`config.mk`:
```
export PLATFORM = sky130hd
export DESIGN_NAME = v_pipe_update
export DESIGN_NICKNAME = d
export VERILOG_FILES = /design/src/rtl/v_pipe_update_pkg.sv /design/src/rtl/v_list_edit.sv /design/src/rtl/v_pipe_update.sv
export SDC_FILE = /design/constraint.sdc
export NUM_CORES = 1
export LEC_CHECK = 0
export CELL_PAD_IN_SITES_DETAIL_PLACEMENT = 0
export CELL_PAD_IN_SITES_GLOBAL_PLACEMENT = 1
export CORE_ASPECT_RATIO = 0.8
export CORE_MARGIN = 2
export CORE_UTILIZATION = 35
export CTS_CLUSTER_SIZE = 16
export DETAILED_ROUTE_END_ITERATION = 12
export GPL_TIMING_DRIVEN = 0
export MAX_ROUTING_LAYER = met4
export PLACE_DENSITY = 0.7
export SLEW_MARGIN = 20
export SYNTH_ARGS = -nofsm -noshare
export SYNTH_HDL_FRONTEND = slang
export SYNTH_SLANG_ARGS = --single-unit
```
`constraint.sdc`:
```
create_clock -name clk -period 2.5 [get_ports clk]
set_input_delay 0.375 -clock clk [delete_from_list [all_inputs] [get_ports clk]]
set_output_delay 0.375 -clock clk [all_outputs]
set_load 0.02 [all_outputs]
```
`src/rtl/v_pipe_update_pkg.sv`:
```
// Shared configuration and types for the list update pipeline: command encoding,
// field widths and the per-ID state table entry layout.
package cfg_pkg;
  localparam int ENTRIES_N = 4;
endpackage

package v_pkg;
  localparam int ENTRIES_N   = cfg_pkg::ENTRIES_N;
  localparam int ID_BITS     = 8;
  localparam int KEY_BITS    = 16;
  localparam int VOLUME_BITS = 16;
  localparam int LS_BITS     = $clog2(ENTRIES_N + 1);

  typedef enum logic [1:0] {
    CMD_CLEAR   = 2'd0,
    CMD_ADD     = 2'd1,
    CMD_DELETE  = 2'd2,
    CMD_REPLACE = 2'd3
  } cmd_t;

  typedef logic [ID_BITS-1:0]     id_t;
  typedef logic [KEY_BITS-1:0]    key_t;
  typedef logic [VOLUME_BITS-1:0] volume_t;
  typedef logic [LS_BITS-1:0]     listsize_t;

  // Level 0 holds the highest key; vld is a valid prefix starting at level 0.
  typedef struct packed {
    logic [ENTRIES_N-1:0]    vld;
    key_t [ENTRIES_N-1:0]    key;
    volume_t [ENTRIES_N-1:0] volume;
    listsize_t               listsize;
  } state_t;
endpackage

```
`src/rtl/v_list_edit.sv`:
```
// Combinational list editor: applies one command at insert/match position pos,
// returning the new state and an error flag (state passes through on error).
module v_list_edit
  import v_pkg::*;
(
  input  state_t               state,
  input  cmd_t                 cmd,
  input  key_t                 key,
  input  volume_t              volume,
  input  listsize_t            pos,
  input  logic [ENTRIES_N-1:0] eq,
  output state_t               new_state,
  output logic                 error
);

  always_comb begin
    new_state = state;
    error     = 1'b0;
    case (cmd)
      CMD_ADD: begin
        if ((|eq) || (state.listsize == listsize_t'(ENTRIES_N))) begin
          error = 1'b1;
        end else begin
          for (int i = 1; i < ENTRIES_N; i++) begin
            if (listsize_t'(i) > pos) begin
              new_state.key[i]    = state.key[i-1];
              new_state.volume[i] = state.volume[i-1];
            end
          end
          for (int i = 0; i < ENTRIES_N; i++) begin
            if (listsize_t'(i) == pos) begin
              new_state.key[i]    = key;
              new_state.volume[i] = volume;
            end
          end
          new_state.vld      = {state.vld[ENTRIES_N-2:0], 1'b1};
          new_state.listsize = state.listsize + 1'b1;
        end
      end
      // With strictly descending keys the match index equals the count of larger keys.
      CMD_DELETE: begin
        if (!(|eq)) begin
          error = 1'b1;
        end else begin
          for (int i = 0; i < ENTRIES_N - 1; i++) begin
            if (listsize_t'(i) >= pos) begin
              new_state.key[i]    = state.key[i+1];
              new_state.volume[i] = state.volume[i+1];
            end
          end
          new_state.vld      = state.vld >> 1;
          new_state.listsize = state.listsize - 1'b1;
        end
      end
      CMD_REPLACE: begin
        if (!(|eq)) begin
          error = 1'b1;
        end else begin
          for (int i = 0; i < ENTRIES_N; i++) begin
            if (listsize_t'(i) == pos) new_state.volume[i] = volume;
          end
        end
      end
      CMD_CLEAR: begin
        new_state.vld      = '0;
        new_state.listsize = '0;
      end
      default: ;
    endcase
  end

endmodule

```
`src/rtl/v_pipe_update.sv`:
```
// Six-stage list update pipeline (read S0, write S4, response S5, 5-cycle latency); same-ID
// commands are held off while in S1..S4, or S1..S3 with V_PIPE_UPDATE_BYPASS_EN defined.
module v_pipe_update
  import v_pkg::*;
(
  input  logic    clk,
  input  logic    arst,
  input  logic    i_upd_vld,
  input  id_t     i_upd_prod_id,
  input  cmd_t    i_upd_cmd,
  input  key_t    i_upd_key,
  input  volume_t i_upd_volume,
  output logic    o_upd_rdy,
  output logic    o_upd_rsp_vld_r,
  output id_t     o_upd_rsp_prod_id_r,
  output logic    o_upd_rsp_error_r,
  output logic    o_state_ren,
  output id_t     o_state_raddr,
  input  state_t  i_state_rdata,
  output logic    o_state_wen,
  output id_t     o_state_waddr,
  output state_t  o_state_wdata,
  output logic    o_s1_upd_vld_r,
  output id_t     o_s1_upd_prod_id_r,
  output logic    o_s2_upd_vld_r,
  output id_t     o_s2_upd_prod_id_r,
  output logic    o_s3_upd_vld_r,
  output id_t     o_s3_upd_prod_id_r,
  output logic    o_s4_upd_vld_r,
  output id_t     o_s4_upd_prod_id_r,
  output logic    o_s5_upd_vld_r,
  output id_t     o_s5_upd_prod_id_r
);

`ifdef V_PIPE_UPDATE_BYPASS_EN
  localparam int STALL_LAST = 3;
`else
  localparam int STALL_LAST = 4;
`endif

  logic [5:1]           vld_q;
  id_t                  id_q [1:5];
  cmd_t                 s1_cmd, s2_cmd, s3_cmd;
  key_t                 s1_key, s2_key, s3_key;
  volume_t              s1_volume, s2_volume, s3_volume;
  state_t               s1_state, s2_state, s3_state, s4_state;
  logic [ENTRIES_N-1:0] s2_gt, s2_eq, s3_eq;
  listsize_t            s2_pos, s3_pos;
  state_t               edit_state;
  logic                 edit_error;
  logic                 s4_error, s5_error;
  logic                 busy, accept;

  always_comb begin
    busy = 1'b0;
    for (int k = 1; k <= STALL_LAST; k++) begin
      if (vld_q[k] && (id_q[k] == i_upd_prod_id)) busy = 1'b1;
    end
  end

  assign o_upd_rdy     = ~busy;
  assign accept        = i_upd_vld & ~busy;
  assign o_state_ren   = accept;
  assign o_state_raddr = i_upd_prod_id;

`ifdef V_PIPE_UPDATE_BYPASS_EN
  state_t s5_state;

  // The table write from S4 lands on the same edge as this command's read, so forward it.
  assign s1_state = (vld_q[5] && !s5_error && (id_q[5] == id_q[1])) ? s5_state : i_state_rdata;

  always_ff @(posedge clk) s5_state <= s4_state;
`else
  assign s1_state = i_state_rdata;
`endif

  always_comb begin
    s2_gt  = '0;
    s2_eq  = '0;
    s2_pos = '0;
    for (int i = 0; i < ENTRIES_N; i++) begin
      s2_gt[i] = s2_state.vld[i] && (s2_state.key[i] > s2_key);
      s2_eq[i] = s2_state.vld[i] && (s2_state.key[i] == s2_key);
      s2_pos   = s2_pos + listsize_t'(s2_gt[i]);
    end
  end

  v_list_edit u_list_edit (
    .state     (s3_state),
    .cmd       (s3_cmd),
    .key       (s3_key),
    .volume    (s3_volume),
    .pos       (s3_pos),
    .eq        (s3_eq),
    .new_state (edit_state),
    .error     (edit_error)
  );

  always_ff @(posedge clk or posedge arst) begin
    if (arst) vld_q <= '0;
    else      vld_q <= {vld_q[4:1], accept};
  end

  always_ff @(posedge clk) begin
    id_q[1] <= i_upd_prod_id;
    for (int k = 2; k <= 5; k++) id_q[k] <= id_q[k-1];
    s1_cmd    <= i_upd_cmd;
    s1_key    <= i_upd_key;
    s1_volume <= i_upd_volume;
    s2_cmd    <= s1_cmd;
    s2_key    <= s1_key;
    s2_volume <= s1_volume;
    s2_state  <= s1_state;
    s3_cmd    <= s2_cmd;
    s3_key    <= s2_key;
    s3_volume <= s2_volume;
    s3_state  <= s2_state;
    s3_pos    <= s2_pos;
    s3_eq     <= s2_eq;
    s4_state  <= edit_state;
    s4_error  <= edit_error;
    s5_error  <= s4_error;
  end

  assign o_state_wen   = vld_q[4] & ~s4_error;
  assign o_state_waddr = id_q[4];
  assign o_state_wdata = s4_state;

  assign o_upd_rsp_vld_r     = vld_q[5];
  assign o_upd_rsp_prod_id_r = id_q[5];
  assign o_upd_rsp_error_r   = s5_error;

  assign o_s1_upd_vld_r     = vld_q[1];
  assign o_s1_upd_prod_id_r = id_q[1];
  assign o_s2_upd_vld_r     = vld_q[2];
  assign o_s2_upd_prod_id_r = id_q[2];
  assign o_s3_upd_vld_r     = vld_q[3];
  assign o_s3_upd_prod_id_r = id_q[3];
  assign o_s4_upd_vld_r     = vld_q[4];
  assign o_s4_upd_prod_id_r = id_q[4];
  assign o_s5_upd_vld_r     = vld_q[5];
  assign o_s5_upd_prod_id_r = id_q[5];

endmodule

```
==> impl_metrics.yaml <==
status:
  outcome: "finished with violations"
  violations: "setup timing"
floorplanning:
  rows: 73
  io_pins: 389
  die_x_um: 255.7
  dieArea_mm2: 0.05252
  die_h_um: 205.4
  core-area_mm2: 0.04987
  start_util_pct: 35.57
timing:
  hold_slack_ps: 74.83
  max_slew.worst_pin.slew_ps: 1018
  finalSetupViolations: 1
  rsz0062_at_grt: "true"
  fmax_ghz: 0.3949
  drv_slew: 0
  fin_tns_setup_ps: -32.49
  slew_headroom_pct: 31.61
  postLayoutSetupSlackWorst_ps: -32.49
  hold_viol: 0
  finClkSkew_ps: 18.99
  fin_crit_sh_pct: 101.3
  post-route-min-period_ps: 2532
power:
  max-vdd-ir-drop_mv: 0.5182
  sw_frac_of_total_pct: 26.33
  clkPwrFrac_pct: 39.3
  seqPwrFrac_pct: 45.2
  p_int_uw: 16310
  p_total_uw: 22140
  p_comb_share_pct: 15.5
  p_per_area_mw_per_mm2: 875.1
  p_sw_uw: 5830
  p_leak_uw: 0.01007
finish:
  drive_gt1_share_pct: 16.27
  nFillCells: 4442
  regArea_mm2: 0.01128
  multiInputGateArea_mm2: 0.006482
  area_delta_synth_final_pct: 42.64
  final_nets: 2222
synth:
  synthAdderAreaFrac_pct: 5.261
  ys.flop_type: "dfxtp_1"
  netlist_area_mm2: 0.01774
  synth_simple_gate_area_share_pct: 6.524
  synth_edf_count: 0
  synth_xor_area_share_pct: 1.580
  avgSynthCellArea_um2: 11.85
  syn_nets: 1751
  synth-seq-area-share_pct: 63.45
  synth_top_family_by_area: "compound AO/OA/AOI/OAI gates"
  yosysWarnings: 0
  async_flop_share_pct: 0.8913
  muxShareOfSynthArea_pct: 2.236
  synth-seq-cells: 561
  yosysUniqueCellTypes: 59
  synth-compound-area-share_pct: 17.43
  syn_inst: 1497
clock_network:
  cts.sink_count: 561
  cts_root_buf: "clkbuf_16"
  clockBufferDepth: 3
  cts-buffers-inserted: 55
  insertion_delay_ps: 610
  path_clk_slew_ps: 60
  cts_tree: "done"
  h-tree-depth: 2
route:
  drc: 0
  via_per_inst: 5.137
  dr.pass1.iters: 6
  routed_wl_mm: 63.30
  ant_nets: 0
  wl_per_cell_um: 23.56
  vias: 13800
  drt_iter0_markers: 1275
place:
  dp_hpwl_mm: 46.92
  io_buffer_count: 388
  dp_slack_ps: -732.9
  place.gp.congestion: 0.9105
worst_setup_path:
  worst_r2r_endpoint: "s3_pos[1]$_DFF_P_"
  reg2reg_slack_ps: -30
  reg2regPathDepth: 9
  crit_path_start: "s2_key[7]$_DFF_P_"
  critPathCapture: "s3_pos[1]$_DFF_P_"
  r2r_start: "s2_key[7]$_DFF_P_"
  cp.arrival_ps: 3040
  start_kind: "register"
  critPathCaptureType: "register"
  critPathKind: "reg -> reg"
  crit_path_max_fanout: 4
  required_ps: 3000
global_routing:
  grt_pass1_vias: 13770
  grt_pass1_wl_mm: 90.17
  grt-ovfl-total: 0
  grt_max_degree: 16
  antenna_found_initial: 4
  track_usage_pct: 24.03
min_path:
  min_path_type: "in -> reg"
flow_run:
  maxCapViolations: 0
==> power by group through the flow <==
stage               clock network [uW]  logic, uW  registers, uW
floorplan                            0       1220          10400
global placement                     0       3230          10200
detailed placement                   0       3250          10200
CTS                               8870       3370          10000
global route                      9240       3640          10100
finish                            8700       3440          10000
==> cell type report <==
type                            instances  area share (%)
Clock buffer                           76           6.151
Tap cell                              675           3.337
Timing Repair Buffer                  416           16.19
Antenna cell                            2         0.01978
Sequential cell                       561           44.58
Clock inverter                         23           1.404
Multi-Input combinational cell        808           25.62
Inverter                               29          0.5389
Buffer                                 97           2.166
==> routing by layer <==
layer | wire (um) | part of all wire (%) | vias to the layer above | track usage (%)
met5 | 0 | 0 | - | -
met4 | 2079 | 3.3 | 0 | 9.169
met3 | 5153 | 8.1 | 130 | 5.876
met2 | 27080 | 43 | 643 | 34.49
met1 | 28990 | 46 | 6627 | 32.61
li1 | - | - | 6404 | -
==> sequential cells by signal (all words and copies together) (netlist names) <==
name,count
s2_volume,16
s3_state,135
s2_state,135
s3_key,16
s3_volume,16
o_state_wdata,135
s2_key,16
vld_q,5
s2_cmd,2
s3_cmd,2
s1_key,16
s3_pos,3
o_upd_rsp_error_r,1
s4_error,1
id_q,40
s3_eq,4
s1_volume,16
s1_cmd,2
==> synthesized netlist by cell type, types with 15 or more instances <==
master | count | area (um2)
and3_1 | 18 | 112.6
inv_1 | 29 | 108.9
nand3_1 | 15 | 75.07
xnor2_1 | 18 | 157.7
buf_4 | 26 | 195.2
nor2_1 | 61 | 229.0
a22o_1 | 17 | 148.9
a21o_1 | 16 | 120.1
mux2_2 | 29 | 326.6
o221ai_1 | 20 | 175.2
a221o_1 | 26 | 260.3
dfxtp_1 | 556 | 11130
o21ai_0 | 32 | 160.2
o2bb2ai_1 | 44 | 385.4
ha_1 | 73 | 913.4
a211oi_1 | 31 | 232.7
clkbuf_1 | 48 | 180.2
nand2_1 | 64 | 240.2
nand4_1 | 20 | 125.1
buf_2 | 20 | 100.1
o22ai_1 | 45 | 281.5
a21oi_1 | 102 | 510.5
a22oi_1 | 59 | 442.9
==> worst min path at each step <==
stage                             to                  start  cells after the start  slack [ps]
6_report         id_q[0][14]$_DFF_P_       i_upd_prod_id[6]                      1          70
3_3_place_gp   s2_volume[11]$_DFF_P_  s1_volume[11]$_DFF_P_                      0         310
5_1_grt          id_q[0][14]$_DFF_P_       i_upd_prod_id[6]                      1          70
3_5_place_dp    s3_volume[0]$_DFF_P_   s2_volume[0]$_DFF_P_                      0         310
2_1_floorplan     vld_q[1]$_DFF_PP0_                   arst                      1         150
4_1_cts          id_q[0][12]$_DFF_P_       i_upd_prod_id[4]                      1         150
==> kinds of logic after synthesis <==
family | Yosys count
simple gates | 233
xor+xnor | 32
buf+inv | 128
compound gates | 433
fa+ha+maj | 74
flops | 561
mux | 36
==> through the flow <==
step	area, um2	std cells	utilization (%)
after CTS	24960	2675	50.06
after global routing	25310	2687	50.74
after global placement	22470	2560	45.05
after floorplan	17740	1497	-
after detailed placement	22490	2560	45.09
final	25310	2687	50.74
==> what timing repair did <==
item	4_1_cts	5_1_grt
hold endpoints to repair	5	0
buffers inserted	16	11
endpoints found under the setup margin	122	81
pin swaps	25	18
resized for setup	127	59
hold buffers	1	0
==> cells in the final DEF, fill, tap and decap left out, drive strengths merged, types with 18 or more instances in the layout <==
| cell | count |
|---|---|
| xnor2 | 18 |
| inv | 33 |
| o2bb2ai | 44 |
| a22oi | 59 |
| nand2 | 67 |
| dfxtp | 556 |
| clkdlybuf4s50 | 380 |
| a211oi | 31 |
| nand4 | 20 |
| clkbuf | 123 |
| o221ai | 20 |
| o21ai | 32 |
| o22ai | 45 |
| ha | 73 |
| a21oi | 102 |
| a221o | 26 |
| buf | 79 |
| mux2 | 29 |
| and3 | 18 |
| nor2 | 64 |
==> worst max-delay path, cell delays in order, from the launching register on <==
cell      delay [ps]
dfxtp_4          380
inv_8             50
ha_4             270
nand4_1          250
nor4_4           340
nand2b_4         170
a21oi_2           40
fa_1             550
ha_2             190
ha_4             190
Power figures use the tool's default switching activity.
